## config.mk

```make
export PLATFORM = sky130hd
export DESIGN_NAME = flop_pipe
export DESIGN_NICKNAME = d
export VERILOG_FILES = /design/src/rtl/flop_pipe.sv
export SDC_FILE = /design/constraint.sdc
export NUM_CORES = 1
export LEC_CHECK = 0
export ABC_AREA = 1
export ABC_CLOCK_PERIOD_IN_PS = 3500
export CORE_ASPECT_RATIO = 1.25
export CORE_UTILIZATION = 28
export CTS_CLUSTER_DIAMETER = 200
export DETAILED_ROUTE_END_ITERATION = 10
export PLACE_DENSITY = 0.58
export SLEW_MARGIN = 20
export SYNTH_ARGS = -nofsm -noshare
export SYNTH_HDL_FRONTEND = slang
export SYNTH_SLANG_ARGS = --single-unit
export TNS_END_PERCENT = 50
```

## constraint.sdc

```tcl
create_clock -name clk -period 3.5 [get_ports clk]
set_input_delay 0.525 -clock clk [delete_from_list [all_inputs] [get_ports clk]]
set_output_delay 0.525 -clock clk [all_outputs]
set_load 0.02 [all_outputs]
```

## src/rtl/flop_pipe.sv

```systemverilog
// flop_pipe: CHANNELS x WIDTH lanes retimed through DEPTH valid-tracked stages
// with valid/ready backpressure, bubble collapsing, flush and occupancy count.
module flop_pipe #(
   parameter int unsigned WIDTH    = 8,
   parameter int unsigned CHANNELS = 2,
   parameter int unsigned DEPTH    = 3
) (
   input  logic                          clk,
   input  logic                          reset,
   input  logic                          flush,
   input  logic                          in_valid,
   output logic                          in_ready,
   input  logic [CHANNELS*WIDTH-1:0]     d,
   output logic                          out_valid,
   input  logic                          out_ready,
   output logic [CHANNELS*WIDTH-1:0]     q,
   output logic [$clog2(DEPTH+1)-1:0]    count
);

   localparam int unsigned DW = CHANNELS * WIDTH;
   localparam int unsigned CW = $clog2(DEPTH + 1);

   logic [DEPTH-1:0] v;
   logic [DW-1:0]    r [DEPTH];
   logic [DEPTH-1:0] adv;
   logic             in_xfer;
   logic             out_xfer;

   // Advance chain from the output back; room means the stage above can take a word.
   always_comb begin
      logic room;
      adv  = '0;
      room = out_ready;
      for (int i = int'(DEPTH) - 1; i >= 0; i--) begin
         adv[i] = v[i] & room;
         room   = room | ~v[i];
      end
   end

   // Input accepts when stage 0 is empty or emptying; blocked by reset and flush.
   assign in_ready  = ~reset & ~flush & (~v[0] | adv[0]);
   assign in_xfer   = in_valid & in_ready;
   assign out_xfer  = adv[DEPTH-1];
   assign out_valid = v[DEPTH-1];
   assign q         = r[DEPTH-1];

   // Stage registers: data moves only together with its valid bit.
   always_ff @(posedge clk) begin
      if (reset) begin
         v <= '0;
         for (int i = 0; i < int'(DEPTH); i++) begin
            r[i] <= '0;
         end
      end else if (flush) begin
         v <= '0;
      end else begin
         for (int i = int'(DEPTH) - 1; i >= 1; i--) begin
            if (adv[i-1]) begin
               r[i] <= r[i-1];
               v[i] <= 1'b1;
            end else if (adv[i]) begin
               v[i] <= 1'b0;
            end
         end
         if (in_xfer) begin
            r[0] <= d;
            v[0] <= 1'b1;
         end else if (adv[0]) begin
            v[0] <= 1'b0;
         end
      end
   end

   // Occupancy tracks popcount(v): +1 on accept only, -1 on consume only.
   always_ff @(posedge clk) begin
      if (reset || flush) begin
         count <= '0;
      end else begin
         case ({in_xfer, out_xfer})
            2'b10:   count <= count + CW'(1);
            2'b01:   count <= count - CW'(1);
            default: count <= count;
         endcase
      end
   end

endmodule

```

==> reports/qor.txt <==
CLOCK NETWORK
------------------------------------------------------------------------------
Number of sinks on the clock net ................................           53
Total number of H-tree levels ...................................            2
Post CTS Setup Buffer Count .....................................            0
Hold-fix buffers at CTS .........................................            0
Clock tree from TritonCTS .......................................          yes
Root Buffer ..................................................... sky130_fd_sc_hd__clkbuf_8
Clock insertion delay at the later pin of the skew report .......      0.31 ns
Post-CTS sizing .................................................            0
Total CTS buffers ...............................................            5
Clock transition at the registers of the reported paths .........      0.09 ns
Maximum clock insertion buffer count ............................            2

STA
------------------------------------------------------------------------------
Final count of pins violating max slew ..........................            0
Sum Neg Setup Slack .............................................         0 ns
Worst Skew ......................................................   0.00859 ns
Final hold vios .................................................            0
Unrepaired setup endpoints after global routing .................        false
Fin crit period .................................................      2.41 ns
Slew of the pin with the lowest slew margin .....................     0.602 ns
Relative slew margins ...........................................        59.7%
FMAX ............................................................      415 MHz
Final-report setup violation count ..............................            0
Share of the cycle needed by the critical path after routing ....        68.8%

GLOBAL ROUTING
------------------------------------------------------------------------------
Pin count of the biggest net entering global routing ............           49
Total global-route track usage ..................................        7.79%
Gr ovfl total ...................................................            0
Global-route wire length before repair ..........................      5.54 mm
Number of global-route vias before repair .......................        1,261
Antenna violations before repair ................................            0

DRT
------------------------------------------------------------------------------
Total DRC errors in the routed layout ...........................            0
Count of nets left with antenna violations after detail routing .            0
Routed wire length ..............................................      3.11 mm
Drt pass-1 iters ................................................            6
WL/cell .........................................................      9.34 um
Total via count after detailed routing ..........................        1,304
Detailed Route Iter0 Violations .................................           57
Per-cell via count in the routed design .........................         3.92

LOGIC SYNTHESIS
------------------------------------------------------------------------------
Synthesized net count ...........................................          232
Mapped Avg Cell Area ............................................    11.4 um^2
Distinct cells, synth ...........................................           19
Yosys top cell by area .......................................... sky130_fd_sc_hd__edfxtp_1
Area share of the leading cell type in the synthesized netlist ..        60.3%
Total standard cell area after synthesis ........................ 0.00239 mm^2
Leading post-synthesis cells by cell area ....................... sky130_fd_sc_hd__edfxtp_1 60%, sky130_fd_sc_hd__inv_1 8.5%, sky130_fd_sc_hd__a21oi_2 7.3%
Post-Syn Instances ..............................................          210
Number of register bits inferred by synthesis ...................           53
Share of synthesized area occupied by flip-flops and latches ....        64.5%
Warnings, synthesis .............................................            0

FLOORPLANNING
------------------------------------------------------------------------------
Initial Util ....................................................        29.0%
Count of pins on the block boundary .............................           41
Die height ......................................................       105 um
Horizontal die dimension ........................................      84.7 um
Floorplan die area .............................................. 0.00892 mm^2
Number of rows in the core area .................................           37
Standard cell core area ......................................... 0.00824 mm^2

POWER AND IR DROP
------------------------------------------------------------------------------
Total power density per cell area ...............................  429 mW/mm^2
LEAKAGE .........................................................      1.11 nW
Peak supply drop ................................................     0.143 mV
Total Power Consumption .........................................      1.23 mW

PLACED DESIGN
------------------------------------------------------------------------------
Count of input and output buffers ...............................           40
RePlAce Congestion ..............................................        0.787
Detailed placer's ending HPWL ...................................      2.19 mm

CRITICAL PATH
------------------------------------------------------------------------------
CP max stage cell ............................................... sky130_fd_sc_hd__clkdlybuf4s50_1
Critical Path Source ............................................        flush
Cell family with most CP delay .................................. buffers and inverters
List of cells traversed by the critical path .................... clkdlybuf4s50_1, nor2_4, nand2_1, inv_1, clkdlybuf4s50_1
Capture point of the critical path ..............................     in_ready
CP Max Fanout ...................................................            6
Required arrival time at the worst endpoint .....................      2.97 ns
WP buf/inv ......................................................            3
Startpoint kind of the worst setup timing path ..................   input port
Path depth of the worst reg2reg path ............................            7
CP Capture Type .................................................  output port
R2r endpoint .................................................... count[1]$_SDFFE_PP0P_
Worst r2r src ................................................... v[2]$_SDFFE_PP0P_
Biggest cell delay along the critical path ......................      0.59 ns
Kind of critical path ........................................... input port to output port
Critical path's most frequent cell .............................. sky130_fd_sc_hd__clkdlybuf4s50_1
Critical Path Stages ............................................            5
Critical path data arrival time .................................      1.88 ns
Register-to-Register Setup Slack ................................      1.58 ns

OUTCOME
------------------------------------------------------------------------------
Run status ...................................................... complete, no violations

WORST HOLD PATH
------------------------------------------------------------------------------
Type of the worst min-delay path ................................ flop to flop

FINISH
------------------------------------------------------------------------------
Fraction of layout cells with a size suffix above 1 .............        14.4%
Number of diodes added for antenna fixing .......................            0
P&R area growth vs syn ..........................................        20.3%
Final nets ......................................................          257

RUN
------------------------------------------------------------------------------
Number of violations of the max-capacitance limit ...............            0

-- layer usage --
layer / GRT usage, % / up-vias / share of wire [%]
li1: - / 709 / -
met1: 8.68 / 563 / 43
met2: 13.6 / 29 / 51
met3: 2.04 / 3 / 4.9
met4: 4.00 / 0 / 1.1
met5: 0 / - / 0
-- cells in the mapped netlist (all sizes together) --
library cell,count
buf,24
nor3b,1
nor2,9
nand4,1
o21ai,2
dfxtp,5
nand2,11
nand3,1
a21oi,50
inv,54
ha,1
xor2,1
edfxtp,48
clkbuf,2
-- report_power, final --
group	switching [mW]	internal [mW]	leakage [nW]	total, mW
clock	0.191	0.211	0.0518	0.401
sequential	0.00697	0.721	0.537	0.728
combinational	0.0558	0.0496	0.517	0.105
-- cell usage in the layout, fill, tap and decap left out, drive strengths merged --
cell / count
clkinv: 1
a21oi: 50
nor2: 9
edfxtp: 48
dfxtp: 5
nand3: 1
nand4: 1
bufinv: 1
nand2: 11
clkinvlp: 1
nor3b: 1
buf: 4
clkdlybuf4s50: 40
xor2: 1
ha: 1
clkbuf: 5
inv: 54
o21ai: 2
-- area by class of cell --
cell class / count / area [um^2]
clock buffer: 5 / 68.8
clock inverter: 3 / 41.3
fill: 861 / 5360
inverter: 54 / 203
multi-input combinational: 77 / 470
sequential: 53 / 1540
tap: 97 / 121
timing repair buffer: 44 / 430
-- stage by stage --
| stage | hold slack (ns) | area (um^2) | std cells | util (%) | setup slack (ns) |
|---|---|---|---|---|---|
| 2_1_floorplan | 0.459 | 2390 | 210 | - | 1.14 |
| 3_3_place_gp | 0.484 | 2770 | 325 | 33.6 | 0.892 |
| 3_5_place_dp | 0.503 | 2770 | 325 | 33.6 | 0.848 |
| 4_1_cts | 0.515 | 2880 | 333 | 34.9 | 1.08 |
| 5_1_grt | 0.549 | 2880 | 333 | 34.9 | 0.930 |
| 6_report | 0.515 | 2880 | 333 | 34.9 | 1.09 |
-- worst min-delay path, stage by stage, from the launching register on --
cell	delay, ns
sky130_fd_sc_hd__dfxtp_1	0.33
sky130_fd_sc_hd__nor2_1	0.10
sky130_fd_sc_hd__nor2_1	0.05
-- sequential cells by signal (all words and copies together), names as in the netlist --
| name | cells |
|---|---|
| count | 2 |
| r | 48 |
| v | 3 |
-- logic make-up (layout without fill, tap and decap cells) --
logic type               after synthesis  count (layout)  synth area share [%]
buffers and inverters                 80             106                  16.3
flip-flops                            53              53                  64.5
AO/OA/AOI/OAI                         52              52                  14.0
AND/OR/NAND/NOR                       23              23                  4.34
adder cells (fa/ha/maj)                1               1                 0.523
XOR/XNOR                               1               1                 0.366
-- worst min path at each step --
stage	from	end	slack (ns)	depth (start not counted)
after detailed placement	v[1]$_SDFFE_PP0P_	v[2]$_SDFFE_PP0P_	0.50	2
after global placement	v[1]$_SDFFE_PP0P_	v[2]$_SDFFE_PP0P_	0.48	2
after floorplan	v[0]$_SDFFE_PP0P_	v[1]$_SDFFE_PP0P_	0.46	2
after CTS	v[1]$_SDFFE_PP0P_	v[2]$_SDFFE_PP0P_	0.51	2
after global routing	v[1]$_SDFFE_PP0P_	v[2]$_SDFFE_PP0P_	0.55	2
final	count[1]$_SDFFE_PP0P_	count[1]$_SDFFE_PP0P_	0.52	2
(Power assumes the default switching activity.)
